**config.mk**
```make
export PLATFORM = sky130hd
export DESIGN_NAME = led_pattern_sequencer
export DESIGN_NICKNAME = d
export VERILOG_FILES = /design/src/rtl/led_pattern_sequencer.sv
export SDC_FILE = /design/constraint.sdc
export NUM_CORES = 1
export LEC_CHECK = 0
export CAP_MARGIN = 20
export CELL_PAD_IN_SITES_DETAIL_PLACEMENT = 1
export CELL_PAD_IN_SITES_GLOBAL_PLACEMENT = 1
export CORE_AREA = 2 2 131 133
export CTS_BUF_LIST = sky130_fd_sc_hd__clkbuf_16
export CTS_CLUSTER_DIAMETER = 40
export DETAILED_ROUTE_END_ITERATION = 8
export DIE_AREA = 0 0 133 135
export MAX_ROUTING_LAYER = met4
export PLACE_DENSITY_LB_ADDON = 0.08
export SETUP_SLACK_MARGIN = 0.5
export SKIP_LAST_GASP = 1
export SLEW_MARGIN = 40
export SYNTH_ARGS = -nofsm -noshare
export SYNTH_HDL_FRONTEND = slang
export SYNTH_SLANG_ARGS = --single-unit
```
**constraint.sdc**
```tcl
create_clock -name clk_clk -period 3.35 [get_ports clk_clk]
set_clock_uncertainty 0.1 [all_clocks]
set_input_delay 0.8375 -clock clk_clk [delete_from_list [all_inputs] [get_ports clk_clk]]
set_output_delay 0.8375 -clock clk_clk [all_outputs]
set_load 0.03 [all_outputs]
```
**src/rtl/led_pattern_sequencer.sv**
```systemverilog
// LED pattern sequencer: Avalon-MM CSRs, an 8-entry pattern table stepped at a prescaled rate, PWM dimming.
// Latency: read data 1 cycle after avs_read, led_export 1 cycle after step/PAT/DUTY change; never stalls the bus.
module led_pattern_sequencer #(
  parameter int N_LED            = 4,
  parameter int PWM_BITS         = 8,
  parameter int DEFAULT_PRESCALE = 49999999
) (
  input  logic             clk_clk,
  input  logic             reset_reset_n,
  input  logic [3:0]       avs_address,
  input  logic             avs_read,
  input  logic             avs_write,
  input  logic [31:0]      avs_writedata,
  output logic [31:0]      avs_readdata,
  output logic [N_LED-1:0] led_export,
  output logic             irq
);

  // The 1 step/s default does not fit in 24 bits, so the prescaler widens to hold it.
  localparam int PRESC_W = ($clog2(DEFAULT_PRESCALE + 1) > 24) ? $clog2(DEFAULT_PRESCALE + 1) : 24;

  typedef enum logic [1:0] {ST_IDLE, ST_RUN, ST_DONE} state_t;

  state_t               state_q, state_d;
  logic [2:0]           step_q, step_d;
  logic [PRESC_W-1:0]   presc_q, presc_d;
  logic                 wrap_set;

  logic                 en_q, oneshot_q, irq_en_q, wrap_q;
  logic [PRESC_W-1:0]   prescale_q;
  logic [2:0]           len_q;
  logic [PWM_BITS-1:0]  duty_q, pwm_q;
  logic [N_LED-1:0]     pat_q [8];
  logic                 lit;
  logic [31:0]          rd_mux;
  logic                 unused_wdata;

  wire ctrl_wr   = avs_write && (avs_address == 4'h0);
  wire status_wr = avs_write && (avs_address == 4'h1);

  assign unused_wdata = ^avs_writedata[31:PRESC_W];

  always_comb begin
    state_d  = state_q;
    step_d   = step_q;
    presc_d  = presc_q;
    wrap_set = 1'b0;
    if (ctrl_wr) begin
      state_d = avs_writedata[0] ? ST_RUN : ST_IDLE;
      step_d  = '0;
      presc_d = '0;
    end else if (state_q == ST_RUN) begin
      // >= rather than == so shrinking PRESCALE or LEN mid-run acts at once
      if (presc_q >= prescale_q) begin
        presc_d = '0;
        if (step_q >= len_q) begin
          wrap_set = 1'b1;
          if (oneshot_q) state_d = ST_DONE;
          else           step_d  = '0;
        end else begin
          step_d = step_q + 3'd1;
        end
      end else begin
        presc_d = presc_q + 1'b1;
      end
    end
  end

  always_ff @(posedge clk_clk or negedge reset_reset_n) begin
    if (!reset_reset_n) begin
      state_q <= ST_IDLE;
      step_q  <= '0;
      presc_q <= '0;
    end else begin
      state_q <= state_d;
      step_q  <= step_d;
      presc_q <= presc_d;
    end
  end

  always_ff @(posedge clk_clk or negedge reset_reset_n) begin
    if (!reset_reset_n) begin
      en_q       <= 1'b0;
      oneshot_q  <= 1'b0;
      irq_en_q   <= 1'b0;
      wrap_q     <= 1'b0;
      prescale_q <= PRESC_W'(DEFAULT_PRESCALE);
      len_q      <= 3'd7;
      duty_q     <= '1;
      for (int i = 0; i < 8; i++) pat_q[i] <= '0;
    end else begin
      // a wrap in the same cycle as a clear wins, so no wrap is ever lost
      wrap_q <= wrap_set | (wrap_q & ~(status_wr & avs_writedata[1]));
      if (avs_write) begin
        case (avs_address)
          4'h0: begin
            en_q      <= avs_writedata[0];
            oneshot_q <= avs_writedata[1];
            irq_en_q  <= avs_writedata[2];
          end
          4'h2:    prescale_q <= avs_writedata[PRESC_W-1:0];
          4'h3:    len_q      <= avs_writedata[2:0];
          4'h4:    duty_q     <= avs_writedata[PWM_BITS-1:0];
          default: if (avs_address[3]) pat_q[avs_address[2:0]] <= avs_writedata[N_LED-1:0];
        endcase
      end
    end
  end

  always_comb begin
    rd_mux = '0;
    case (avs_address)
      4'h0:    rd_mux = {29'd0, irq_en_q, oneshot_q, en_q};
      4'h1:    rd_mux = {25'd0, step_q, 2'b00, wrap_q, (state_q == ST_RUN)};
      4'h2:    rd_mux = 32'(prescale_q);
      4'h3:    rd_mux = {29'd0, len_q};
      4'h4:    rd_mux = 32'(duty_q);
      default: if (avs_address[3]) rd_mux = 32'(pat_q[avs_address[2:0]]);
    endcase
  end

  assign lit = (pwm_q < duty_q) | (&duty_q);
  assign irq = wrap_q & irq_en_q;

  always_ff @(posedge clk_clk or negedge reset_reset_n) begin
    if (!reset_reset_n) begin
      pwm_q        <= '0;
      led_export   <= '0;
      avs_readdata <= '0;
    end else begin
      pwm_q        <= pwm_q + 1'b1;
      led_export   <= (state_q != ST_IDLE) ? (pat_q[step_q] & {N_LED{lit}}) : '0;
      avs_readdata <= avs_read ? rd_mux : '0;
    end
  end

endmodule

```
---- Word level (Yosys, flattened, before mapping) ----
Cells that the tools add are included.
word-level totals
  register bits after elaboration ......... 148
  output and inout bits ................... 37
  word-level logic and storage cells ...... 95
cells by class
  reduce and logical (&&, ||, !) cells .... 18
  eq/ne operators ......................... 6
  order comparisons ....................... 6
  mux-type cells .......................... 31
  bitwise gates (word level) .............. 10
  $add $sub $neg .......................... 3
operators with widths
  cell                                                             count
  26-bit one-hot mux with 5 select lines                           1
  26-bit two-way mux                                               3
  32-bit bitwise mux                                               1
  32-bit two-way mux                                               1
  4-bit two-way mux                                                7
  26-bit by 1-bit adder with 26-bit output, second input constant  1
  26-bit greater-or-equal comparator                               1
  4-bit binary-select mux with 3-bit select                        2
  3-bit two-way mux                                                5
  4-bit demux with 3-bit select                                    1
  2-bit two-way mux                                                5
  2-bit nonzero test                                               5
  8-bit by 1-bit adder with 8-bit output, second input constant    1
  4-bit by 2-bit == test with 1-bit output, second input constant  2
  4-bit greater-or-equal comparator, second input constant         2
  8-bit less-than comparator                                       1
  3-bit NOT with 4-bit output                                      2
  2-bit AND reduction                                              4
  8-bit AND reduction                                              1
  3-bit AND reduction                                              2
  1-bit two-way mux                                                5
  4-bit bitwise AND                                                1
  4-bit by 1-bit == test with 1-bit output, second input constant  1
  4-bit by 3-bit == test with 1-bit output, second input constant  1
  12 further kinds                                                 18

---- Longest topological paths before layout ----
Gate-level depths: netlist of run 1.
  depth after elaboration ................. 7
  depth in mapped cells ................... 10
  gate-level depth less buffers ........... 9

---- Least setup slack after synthesis of run 1 ----
Ideal clock, no wire load.
  path kind ............................... input port to flip-flop
  start point ............................. input port avs_address[0]
  end point ............................... register presc_q[22]
  path buffers ............................ 2
  data required time ...................... 3172 ps
  cell stages on the path ................. 8
  arrival time ............................ 2706 ps
  path slack .............................. 465 ps
  library setup time ...................... 78 ps
  cell sequence ........................... buf_6 > nor2_2 > a21o_1 > or4b_4 > or3_1 > clkbuf_2 > or3_1 > a21oi_1
on the way
  longest elaborated chain between the ends .. 3
  elaborated cells on any way between the ends .. 4
  those cells by class .................... mux: 1; reduce/logical: 3
RTL lines
  element                                                   RTL line  text
  from (decl)                                               10        input logic [3:0] avs_address,
  4-bit logical NOT (*)                                     38        wire ctrl_wr = avs_write && (avs_address == 4'h0);
  1-bit logical AND (*)                                     38
  26-bit two-way mux or 2-bit nonzero test (tied branches)  n/a
  to (signal assigned)                                      77        presc_q <= presc_d;
  to (decl)                                                 26        logic [PRESC_W-1:0] presc_q, presc_d;
Mark *: on every way between the ends. The rest lies on a longest branch, timed or not.
A chain may end at the register's enable or synchronous reset.

---- Worst setup path after layout of run 1 ----
  start point ............................. register prescale_q[23]
  end point ............................... register presc_q[15]
on the way
  longest elaborated chain between the ends .. 4
RTL lines
  element                             RTL line  text
  from (decl)                         30        logic [PRESC_W-1:0] prescale_q;
  from (signal assigned)              87        prescale_q <= PRESC_W'(DEFAULT_PRESCALE);
  from (signal assigned)              101       4'h2: prescale_q <= avs_writedata[PRESC_W-1:0];
  26-bit greater-or-equal comparator  54        if (presc_q >= prescale_q) begin
  26-bit two-way mux                  54
  26-bit two-way mux                  52        end else if (state_q == ST_RUN) begin
  26-bit two-way mux                  48        if (ctrl_wr) begin
No other way between the ends. The select of a mux whose other input is x is not followed.

==> impl_results.md, run 1 <==
- Slew margin rel.: 0.559
- Largest cells by area after synthesis: dfrtp_1 (38%), mux2_2 (11%), dfstp_2 (10%)
- Die Height: 135 µm
- Status: complete, no violations
- PortBufs: 64
- CTS Root Cell: clkbuf_16
- Critical path required time: 3.61 ns
- CP Depth: 9
- Via count: 5557
- Final period util: 0.842
- Sequential share of the synthesized area: 0.488
- Distinct cells, synth: 58
- Synthesized area: 0.00736 mm²
- DRT Pass-1 Iters: 4
- DP HPWL: 15000 µm
- Number of synthesized flops with an enable pin: 0
- Rows: 47
- N_diodes: 0
- Clock power share: 0.354
- I/O Pins: 77
- Reg2reg path depth: 9
- Drt wl/cell: 21.1 µm
- Total die area: 0.0180 mm²
- GPL Wtd Cong: 0.854
- Final TNS setup: 0 ns
- Critical Path End: presc_q[15]
- Hold Path Class: input pin to asynchronous set/reset pin
- Clock slew at reported path FFs: 0.06 ns
- Initial drt markers: 168
- Maximum clock rate: 354 MHz
- Worst Tran Pin Value: 0.661 ns
- Initial antenna violation count: 0
- Filler cell count: 1705
- Die Wd: 133 µm
- FF-to-FF End: presc_q[15]
- Core region area: 0.0164 mm²
- Post-DR vias/cell: 5.65
- Cell family with most CP delay: simple AND/OR/NAND/NOR gates
- Global-route wire length before repair: 33700 µm
- Final setup fails: 0
- Comb pwr share: 0.225
- Sw frac: 0.303
- Fin. Hold Viols: 0
- Layout area overhead: 22.9%
- Synth Flop Type: dfrtp_1
- Total power draw: 5.45 mW
- Clk buf depth: 2
- Worst path max stage delay: 0.53 ns
- Max cap viols: 0
- Routed wire length: 20700 µm
- Flop pwr share: 0.421
- Maximum ir drop on the vdd rail: 0.371 mV
- Total gr overflow: 0
- DRC Markers: 0
- Worst-Skew Late Latency: 0.43 ns
- Critical path arrival: 3.08 ns
- Largest net degree at the start of global routing: 68
- Ys Warns: 0
- Crit Path Max Fanout: 3
- Area leader, netlist: dfrtp_1
- Setup Crit Path Kind: flop to flop
- Top cell type's share of synthesized area: 0.384
- Vias in the first global route: 6145
- Synthesized flop and latch total: 142
- Cts bufs inserted: 17
- Asr flop ratio synth: 1.00
- Mapped Avg Cell Area: 10.9 µm²
- RSZ-0062 raised after global routing: no
- Crit-path cells: inv_1 > ha_1 > nand4_1 > nor3_2 > a211o_1 > o2bb2ai_1 > or3_4 > or3b_2 > nand3_1
- Final slew viol count: 0
- Pint: 3.80 mW
- Pleak: 3.99 nW
- Antenna viol nets, final: 0
- CTS tree: yes
- Post-CTS Hold Fix Bufs: 0
- Nets: 830
- Minimum clock period: 2.82 ns
- Global Route Usage Sum: 0.252
- Psw: 1.65 mW
- Fraction of layout cells with a size suffix above 1: 0.250
- Effective utilization at floorplan: 0.448
- Syn Inst Count: 673
- Power Density: 604 mW/mm²
- Worst path bufs/invs: 1
- Flop2flop setup slack: 0.53 ns
- Type of origin of the critical path: flop
- H-tree levels: 4
- Sink Count: 142
- Crit. Startpoint: prescale_q[23]
- Slowest CP cell: dfstp_2
- Critical path capture point type: flop
- Reg2reg start: prescale_q[23]
-- sequential cells by signal (all words and copies together), names as in the netlist, 4 cells and up --
| signal | count |
|---|---|
| pat_q | 32 |
| avs_readdata | 26 |
| presc_q | 26 |
| prescale_q | 26 |
| duty_q | 8 |
| pwm_q | 8 |
| led_export | 4 |
-- power by group through the flow --
stage	Clock (mW)	Sequential, mW	Combinational (mW)
2_1_floorplan	0	2.26	0.797
3_3_place_gp	0	2.29	1.15
3_5_place_dp	0	2.32	1.21
4_1_cts	1.96	2.29	1.23
5_1_grt	2.05	2.33	1.36
6_report	1.93	2.29	1.23
-- cell usage after synthesis (all sizes together), types with 7 or more instances --
| cell | instances |
|---|---|
| dfrtp | 113 |
| mux2 | 71 |
| nor2 | 58 |
| inv | 47 |
| nand2 | 45 |
| ha | 39 |
| dfstp | 29 |
| nand3 | 24 |
| a21oi | 22 |
| clkbuf | 22 |
| nor4 | 20 |
| o21ai | 16 |
| xnor2 | 16 |
| buf | 15 |
| mux4 | 10 |
| nand4 | 10 |
| nor2b | 10 |
| nor3 | 10 |
| xor2 | 9 |
| mux2i | 8 |
| a22oi | 7 |
-- through the flow --
stage	cell area [µm²]	std cells	utilization	hold WS (ns)	setup WS, ns
finish	9040	984	0.551	0.310	0.529
detailed placement	8320	951	0.507	0.374	-0.0796
CTS	8950	984	0.545	0.331	0.471
floorplan	7380	678	-	0.346	0.530
global route	9040	984	0.551	0.352	0.482
global placement	8320	951	0.507	0.361	0.000187
-- layout by cell type (no fill, tap or decap), types with 7 or more instances in the layout --
cell type	n
a21oi_1	19
a22oi_1	7
buf_4	26
clkbuf_16	17
clkdlybuf4s50_1	59
dfrtp_1	113
dfstp_2	29
ha_1	38
inv_1	49
mux2_2	71
mux2i_1	8
mux4_2	10
nand2_1	45
nand3_1	24
nand4_1	10
nor2_1	57
nor2b_1	10
nor3_1	8
nor4_1	19
o21ai_0	11
xnor2_1	16
xor2_1	9
-- worst min path at each step --
stage	start	end	slack, ns	depth (start not counted)
2_1_floorplan	en_q	en_q	0.35	2
3_3_place_gp	en_q	en_q	0.36	2
3_5_place_dp	pwm_q[7]	pwm_q[7]	0.37	1
4_1_cts	reset_reset_n	avs_readdata[13]	0.33	1
5_1_grt	reset_reset_n	avs_readdata[13]	0.35	1
6_report	reset_reset_n	avs_readdata[13]	0.31	1
-- cells by family (layout without fill, tap and decap cells) --
group                    Yosys count  in the layout  share of synthesized area
multiplexers                      89             89                      0.150
adder cells (fa/ha/maj)           39             39                     0.0663
flip-flops                       142            142                      0.488
buffers and inverters             84            170                     0.0471
XOR/XNOR                          25             25                     0.0298
AND/OR/NAND/NOR                  208            208                      0.141
AO/OA/AOI/OAI                     85             85                     0.0774
other                              1              6                   0.000510
-- metal layers --
layer  global-route usage  vias up  share of wire
li1                     -     2531              -
met1                0.286     2858           0.41
met2                0.446      123           0.53
met3               0.0402       45          0.032
met4                0.104        0          0.031
met5                    -        -              0
-- final cells by class --
type,instances,area (µm²),share of cell area
clock buffers,17,425,0.0471
flip-flops and latches,142,3590,0.397
multi-input cells,452,3540,0.392
well taps,220,275,0.0305
clock inverters,15,173,0.0191
repair buffers,91,855,0.0945
inverters,47,176,0.0195
-- timing repair --
action,4_1_cts,5_1_grt
gates resized for setup,5,22
pin swaps,2,7
setup buffers,1,0
setup endpoints to repair,6,26
(Power assumes the default switching activity.)
==> run 2, diff against run 1 <==
clock period = 2.6 ns   (was 3.35 ns; I/O delays follow)
==> run 2 against run 1 <==
Compared with the run above:
- via count grew 3.7%
- register-to-register slack got worse by 0.55 ns
- the flow now finishes with violations (setup timing)
- worst setup slack got worse by 0.55 ns
- worst hold slack worse by 0.26 ns
- global-route usage up 0.82 points
- largest power group unchanged
- largest cell class is now multi-input gates
- critical endpoint unchanged
- sequential power up 29%
- final cell count up 4.4%
- first-iteration DRC count increased by 51%
==> impl_results.md, run 2 (synthesis results as in run 1) <==
- Final cell count without fillers: 1027
- Type of origin of the critical path: flop
- DRC Markers: 0
- Most common cell after layout, fill and taps aside: dfrtp_1
- Routed wire length: 21900 µm
- Cts bufs inserted: 17
- Vias in the first global route: 6332
- Post-CTS Hold Fix Bufs: 0
- Global-route wire length before repair: 34600 µm
- Final slew viol count: 0
- DP HPWL: 15500 µm
- Nets: 873
- Flip-flop count of the largest register after layout: 32
- Hold Path Class: input pin to asynchronous set/reset pin
- Most flop-heavy register: pat_q
- Clock slew at reported path FFs: 0.06 ns
- Reg2reg start: prescale_q[17]
- Initial drt markers: 254
- Final setup fails: 1
- CTS tree: yes
- Failing checks: setup timing
- Die Height: 135 µm
- Critical path arrival: 2.88 ns
- Fraction of layout cells with a size suffix above 1: 0.342
- Reg2reg path depth: 10
- Post-DR vias/cell: 5.61
- Via count: 5760
- Slowest CP cell: dfstp_2
- Critical path capture point type: flop
- Effective utilization at floorplan: 0.448
- Sink Count: 142
- DRT Pass-1 Iters: 4
- Worst path max stage delay: 0.56 ns
- Crit Path Max Fanout: 3
- Worst Tran Pin Value: 0.530 ns
- Core region area: 0.0164 mm²
- Total die area: 0.0180 mm²
- Rows: 47
- Power Density: 738 mW/mm²
- PortBufs: 64
- Worst-Skew Late Latency: 0.43 ns
- Total gr overflow: 0
- Antenna viol nets, final: 0
- Flop2flop setup slack: -0.02 ns
- Status: complete, but fails checks
- FF-to-FF End: presc_q[15]
- Crit. Startpoint: prescale_q[17]
- Drt wl/cell: 21.3 µm
- Minimum clock period: 2.62 ns
- Largest net degree at the start of global routing: 48
- Pleak: 4.37 nW
- Crit path setup slack, layout: -0.0180 ns
- Critical path required time: 2.86 ns
- Most frequent cells in the layout: dfrtp_1 (113), mux2_2 (71), buf_4 (58)
- Global Route Usage Sum: 0.260
- Clk buf depth: 2
- Crit-path cells: inv_4 > ha_4 > a21oi_2 > o21ai_2 > a221oi_2 > buf_4 > o2bb2ai_4 > or3_4 > or3b_4 > nand3_2
- I/O Pins: 77
- Layout area overhead: 31.2%
- GPL Wtd Cong: 0.876
- Placed Instances: 983
- Initial antenna violation count: 0
- Final period util: 1.01
- RSZ-0062 raised after global routing: yes
- Min Hold Slack: 0.0534 ns
- Maximum clock rate: 382 MHz
- Slew margin rel.: 0.645
- Maximum ir drop on the vdd rail: 0.488 mV
- Setup Crit Path Kind: flop to flop
- Max cap viols: 0
- CTS Root Cell: clkbuf_16
- Fin. Hold Viols: 0
- H-tree levels: 4
- Die Wd: 133 µm
- N_diodes: 0
## run 2: what timing repair did
action                     in CTS  in global routing
setup endpoints to repair     132                 43
gates resized for setup        72                 27
buffers inserted                4                  5
cloned                          1                  2
pin swaps                      16                 18
## run 2: through the flow
stage                     setup TNS, ns   util  worst slack, ns  power (mW)  instance area, µm²
after floorplan                       0      -           0.0141        4.00                7610
after global routing             -0.273  0.588          -0.0921        7.48                9650
after global placement            -7.93  0.536           -0.544        4.55                8790
after detailed placement         -11.45  0.536           -0.633        4.66                8790
after CTS                      -0.00634  0.578         -0.00634        7.05                9480
final                           -0.0180  0.588          -0.0180        7.13                9650
## run 2: where the power goes
group          switching, mW  internal, mW
combinational          0.969         0.874
clock                   1.01          1.33
sequential             0.308          2.64
total                   2.28          4.84
## run 2: worst max-delay path by stage
stage	to	slack [ns]	cells past startpoint
2_1_floorplan	presc_q[20]	0.01	8
3_3_place_gp	presc_q[24]	-0.54	8
3_5_place_dp	presc_q[24]	-0.63	8
4_1_cts	presc_q[15]	-0.006	10
5_1_grt	step_q[2]	-0.09	12
6_report	presc_q[15]	-0.02	10
## run 2: critical path: cells and delay by family, from the launching register on
kind | cells | cell delay, ns
AO/OA/AOI/OAI | 4 | 0.57
adder cells (fa/ha/maj) | 1 | 0.25
buffers and inverters | 2 | 0.24
flip-flops | 1 | 0.56
AND/OR/NAND/NOR | 3 | 0.83
## run 2: layer usage
layer / global-route usage / part of all wire / vias to the layer above
li1: - / - / 2620
met1: 0.293 / 0.40 / 2956
met2: 0.465 / 0.54 / 140
met3: 0.0477 / 0.037 / 44
met4: 0.0932 / 0.024 / 0
met5: - / 0 / -
## run 2: cell type report
cell class / instances / area, µm²
fill: 1691 / 6750
tap: 220 / 275
timing repair buffer: 133 / 1230
inverter: 47 / 179
clock inverter: 15 / 141
multi-input combinational: 453 / 3810
sequential: 142 / 3590
clock buffer: 17 / 425
